[src/rtl/sample_pacer.sv]
// Paced sample feeder: buffers valid/ready input samples in a small FIFO and releases
// exactly one single-cycle strobe per SAMP_DIV clocks to a filter without back-pressure.
module sample_pacer #(
  parameter int DW        = 24,
  parameter int DEPTH     = 8,
  parameter int SAMP_DIV  = 10,
  parameter int PRIME_LVL = 2
) (
  input  logic                     clk,
  input  logic                     rst_n,
  input  logic                     en,
  input  logic                     flush,
  input  logic [DW-1:0]            s_data,
  input  logic                     s_valid,
  output logic                     s_ready,
  output logic [DW-1:0]            data_out,
  output logic                     valid_out,
  output logic [$clog2(DEPTH):0]   fifo_level,
  output logic                     underrun,
  output logic [15:0]              underrun_cnt,
  input  logic                     clr_underrun
);

  localparam int AW = $clog2(DEPTH);
  localparam int CW = (SAMP_DIV > 2) ? $clog2(SAMP_DIV) : 1;

  localparam logic [AW:0]   LVL_FULL  = (AW+1)'(DEPTH);
  localparam logic [AW:0]   LVL_PRIME = (AW+1)'(PRIME_LVL);
  localparam logic [CW-1:0] CNT_LAST  = CW'(SAMP_DIV - 1);

  typedef enum logic [1:0] {
    IDLE,
    PRIME,
    RUN
  } state_t;

  state_t          state;
  logic [CW-1:0]   cnt;
  logic [DW-1:0]   mem [DEPTH];
  logic [AW-1:0]   wr_ptr;
  logic [AW-1:0]   rd_ptr;
  logic            push;
  logic            pop;
  logic            tick;
  logic            empty;

  // Everything below is decoded from registered occupancy, so a sample pushed this
  // cycle cannot be popped until the next one.
  assign empty   = (fifo_level == '0);
  assign s_ready = (fifo_level < LVL_FULL) && !flush;
  assign push    = s_valid && s_ready;
  assign tick    = en && (state == RUN) && (cnt == CNT_LAST);
  assign pop     = tick && !empty && !flush;

  // NOTE: the sample storage has no reset; occupancy and pointers alone decide what is
  // valid, so clearing the array would only add reset fan-out.
  always_ff @(posedge clk) begin
    if (push) mem[wr_ptr] <= s_data;
  end

  // NOTE: every sequential block uses non-blocking assignments so all registers update
  // from the same pre-edge values, regardless of block ordering.
  always_ff @(posedge clk or negedge rst_n) begin
    if (!rst_n) begin
      wr_ptr     <= '0;
      rd_ptr     <= '0;
      fifo_level <= '0;
    end else if (flush) begin
      wr_ptr     <= '0;
      rd_ptr     <= '0;
      fifo_level <= '0;
    end else begin
      if (push) wr_ptr <= wr_ptr + AW'(1);
      if (pop)  rd_ptr <= rd_ptr + AW'(1);
      case ({push, pop})
        2'b10:   fifo_level <= fifo_level + (AW+1)'(1);
        2'b01:   fifo_level <= fifo_level - (AW+1)'(1);
        default: fifo_level <= fifo_level;
      endcase
    end
  end

  // Pacing FSM: the divider only runs in RUN, and dropping en always restarts priming.
  always_ff @(posedge clk or negedge rst_n) begin
    if (!rst_n) begin
      state <= IDLE;
      cnt   <= '0;
    end else if (!en) begin
      state <= IDLE;
      cnt   <= '0;
    end else begin
      case (state)
        IDLE: begin
          state <= PRIME;
          cnt   <= '0;
        end
        PRIME: begin
          if (fifo_level >= LVL_PRIME) state <= RUN;
          cnt <= '0;
        end
        RUN: begin
          cnt <= tick ? '0 : cnt + CW'(1);
        end
        default: begin
          state <= IDLE;
          cnt   <= '0;
        end
      endcase
    end
  end

  always_ff @(posedge clk or negedge rst_n) begin
    if (!rst_n) begin
      valid_out <= 1'b0;
      data_out  <= '0;
    end else begin
      valid_out <= pop;
      data_out  <= pop ? mem[rd_ptr] : '0;
    end
  end

  always_ff @(posedge clk or negedge rst_n) begin
    if (!rst_n) begin
      underrun     <= 1'b0;
      underrun_cnt <= '0;
    end else if (clr_underrun) begin
      underrun     <= 1'b0;
      underrun_cnt <= '0;
    end else if (tick && empty) begin
      underrun <= 1'b1;
      if (underrun_cnt != 16'hFFFF) underrun_cnt <= underrun_cnt + 16'd1;
    end
  end

endmodule

[config.mk]
export PLATFORM = sky130hd
export DESIGN_NAME = sample_pacer
export DESIGN_NICKNAME = d
export VERILOG_FILES = /design/src/rtl/sample_pacer.sv
export SDC_FILE = /design/constraint.sdc
export NUM_CORES = 1
export LEC_CHECK = 0
export CORE_AREA = 2 2 142 144
export DETAILED_ROUTE_END_ITERATION = 8
export DIE_AREA = 0 0 144 146
export DONT_BUFFER_PORTS = 1
export GPL_TIMING_DRIVEN = 0
export PLACE_DENSITY = 0.62
export SYNTH_ARGS = -nofsm -noshare
export SYNTH_HDL_FRONTEND = slang
export SYNTH_SLANG_ARGS = --single-unit
[constraint.sdc]
create_clock -name clk -period 3.6 [get_ports clk]
set_clock_uncertainty 0.1 [all_clocks]
set_input_delay 0.36 -clock clk [delete_from_list [all_inputs] [get_ports clk]]
set_output_delay 0.36 -clock clk [all_outputs]
set_load 0.01 [all_outputs]
==> results.sh <==
export IMPL_netlist_instances=527
export IMPL_comb_power_share=0.026
export IMPL_power_frac_seq=0.520
export IMPL_nets=627
export IMPL_p_switching_mw=1.133
export IMPL_instances_no_fill=873
export IMPL_die_area_sq_mm=0.02102
export IMPL_cts_buffers=25
export IMPL_ant_nets=0
export IMPL_cts_tree="built"
export IMPL_async_flop_share=0.2320
export IMPL_synthesis_nets=564
export IMPL_clockBufferDepth=3
export IMPL_grt_ovfl_total=0
export IMPL_post_route_period_util=0.8284
export IMPL_worstSetupEndpointType="flop"
export IMPL_dpl_hpwl_mm=11.29
export IMPL_synthDistinctLibCells=46
export IMPL_drv_slew=0
export IMPL_vias_per_cell=5.620
export IMPL_crit_top_cell="ha_1"
export IMPL_slew_headroom=0.3265
export IMPL_rows=51
export IMPL_wl_per_cell_um=21.96
export IMPL_worst_slew_pin_slew_ns=1.010
export IMPL_synth_edf_count=192
export IMPL_drv_cap=0
export IMPL_clkPwrFrac=0.454
export IMPL_syn2layout_area_growth_pct=17.12
export IMPL_status="finished clean"
export IMPL_crit_buf_inv=1
export IMPL_clock_sinks=250
export IMPL_synth_top_area_frac=0.5913
export IMPL_hold_class="in -> reg"
export IMPL_dp_cells=799
export IMPL_grt_max_degree=59
export IMPL_crit_arrival_ns=3.31
export IMPL_crit_type="reg -> reg"
export IMPL_internal_power_mw=4.952
export IMPL_drt_pass1_iterations=4
export IMPL_routed_wl_mm=19.17
export IMPL_remaining_drc_errors=0
export IMPL_grt_pass1_vias=5326
export IMPL_die_y_um=146
export IMPL_num_fill_cells=1445
export IMPL_p_leak_nw=3.827
export IMPL_synth_top_cell_by_area="edfxtp_1"
export IMPL_p_sw_frac=0.1862
export IMPL_fin_util=0.5906
export IMPL_crit_required_ns=3.93
export IMPL_antenna_found_initial=0
export IMPL_drive_gt1_frac=0.1842
export IMPL_die_x_um=144
export IMPL_cp_slowest_cell="or4b_1"
export IMPL_setup_violations=0
export IMPL_final_setup_tns_ns=0
export IMPL_regToRegSetupSlack_ns=0.62
export IMPL_drt_first_iter_violations=260
export IMPL_multi_input_area_sq_mm=0.002464
export IMPL_critPathMaxStageDelay_ns=0.46
export IMPL_grt_pass1_wl_mm=30.01
export IMPL_crit_fanout=5
export IMPL_cp_start_kind="flop"
export IMPL_yosys_top_cells_area="edfxtp_1, dfrtp_1, mux4_2"
export IMPL_ys_seq_area_frac=0.7402
export IMPL_seqCellArea_sq_mm=0.007217
export IMPL_ys_warn_count=0
export IMPL_syn_area_sq_mm=0.009751
export IMPL_io_pins=77
export IMPL_min_period_ns=2.982
export IMPL_power_density_mw_per_mm2=532.8
export IMPL_clock_latency_ns=0.51
export IMPL_io_buffers=0
export IMPL_num_vias=4906
export IMPL_start_util=0.5043
export IMPL_cp_top_family="simple AND/OR/NAND/NOR gates"
export IMPL_syn_mean_instance_area_sq_um=18.50
export IMPL_hold_violations=0
export IMPL_track_usage=0.1903
export IMPL_ys_ff_latch=250
export IMPL_max_freq_ghz=0.3353
export IMPL_htree_levels=1
export IMPL_gp_congestion=0.8313
export IMPL_coreArea_sq_mm=0.01933
export IMPL_clk_pin_slew_worst_paths_ns=0.06
export IMPL_fin_total_pwr_mw=6.085
export IMPL_cts_root_buf="clkbuf_16"
export IMPL_rsz0062_at_grt="false"
export IMPL_path_cells="inv_1, ha_1, nand3b_1, or3_1, nor3_1, ha_1, a31o_2, or4b_1, a31oi_1"
export IMPL_ys_flop_type="edfxtp_1"
export IMPL_postCtsSetupBuffers=0
export IMPL_fin_ws_ns=0.6176
export IMPL_synth_common_cells="edfxtp_1, nor2_1, dfrtp_1"
export IMPL_dpl_worst_slack_ns=0.6557
export IMPL_peakVddDrop_mv=0.3930
export IMPL_n_antenna_cell=0
export IMPL_synthMostInstantiatedCell="edfxtp_1"
## repair_timing
item	4_1_cts	5_1_grt
resized for setup	0	0
setup endpoints to repair	0	0
hold buffers	29	0
endpoints found under the hold margin	254	0
## sequential cells by signal, indices dropped and copies added, names as in the netlist
| signal | cells |
|---|---|
| wr_ptr | 3 |
| state | 2 |
| data_out | 24 |
| valid_out | 1 |
| fifo_level | 4 |
| mem | 192 |
| underrun | 1 |
| cnt | 4 |
| rd_ptr | 3 |
| underrun_cnt | 16 |
## final cells by class
class                           instances  share of cell area
Buffer                                 24            0.009642
Multi-Input combinational cell        249              0.2157
Sequential cell                       250              0.6320
Clock buffer                           32             0.05884
Clock inverter                         13             0.01819
Inverter                                4            0.001315
Tap cell                              265             0.02903
Timing Repair Buffer                   36             0.03528
## power groups by stage
stage	sequential, mW	clock, mW	combinational [mW]
global placement	3.22	0	0.0808
global route	3.16	2.95	0.179
floorplan	3.22	0	0.0630
detailed placement	3.22	0	0.0969
finish	3.16	2.76	0.159
CTS	3.16	2.82	0.164
## worst min-delay path, cell delays in order
cell     delay, ns
nor2_1        0.02
or4b_1        0.14
a31oi_1       0.07
## placed cells by master, fill, tap and decap left out, drive strengths merged, types with 2 or more instances in the layout
master and count:
edfxtp 192, nor2 59, dfrtp 58, mux4 48, clkbuf 43, dlygate4sd3 28, mux2i 26, buf 21
xnor2 17, nand2 16, nand3 10, nor4 9, ha 7, clkinv 7, bufinv 6, nand4 6
nor3 6, nand2b 5, xor2 5, inv 4, a21oi 4, nand3b 3, and4 3, a2111oi 3
and3b 2, nor2b 2, nor3b 2
## path summary, 6_finish.rpt
check                           startpoint       endpoint  depth (start not counted)
worst min register to register      cnt[0]         cnt[0]                          1
min in group asynchronous            rst_n         cnt[3]                          2
worst max-delay path                cnt[1]  fifo_level[3]                          9
max in group asynchronous            rst_n   data_out[17]                          2
worst max register to register      cnt[1]  fifo_level[3]                          9
worst min-delay path               s_valid  fifo_level[3]                          3
## per-layer routing
metal,vias up,wire [um],global-route usage
met4,0,442,0.06078
met5,-,0,0
li1,2197,-,-
met3,36,1301,0.03916
met2,146,9427,0.3145
met1,2527,8001,0.2552
## kinds of logic after synthesis
kind of cell | after synthesis | share of synthesized area
AO/OA/AOI/OAI | 17 | 0.01386
XOR/XNOR | 22 | 0.01976
adder cells (fa/ha/maj) | 7 | 0.008982
buffers and inverters | 28 | 0.01283
flip-flops | 250 | 0.7402
multiplexers | 75 | 0.1387
AND/OR/NAND/NOR | 128 | 0.06570
## stage by stage
step	cell area [sq um]	hold slack, ns
global placement	10080	-0.03382
global route	11420	0.03327
finish	11420	0.03106
detailed placement	10230	-0.03387
CTS	11420	0.01178
floorplan	9751	-0.03559
No activity file was read; power rests on OpenSTA's default activity.
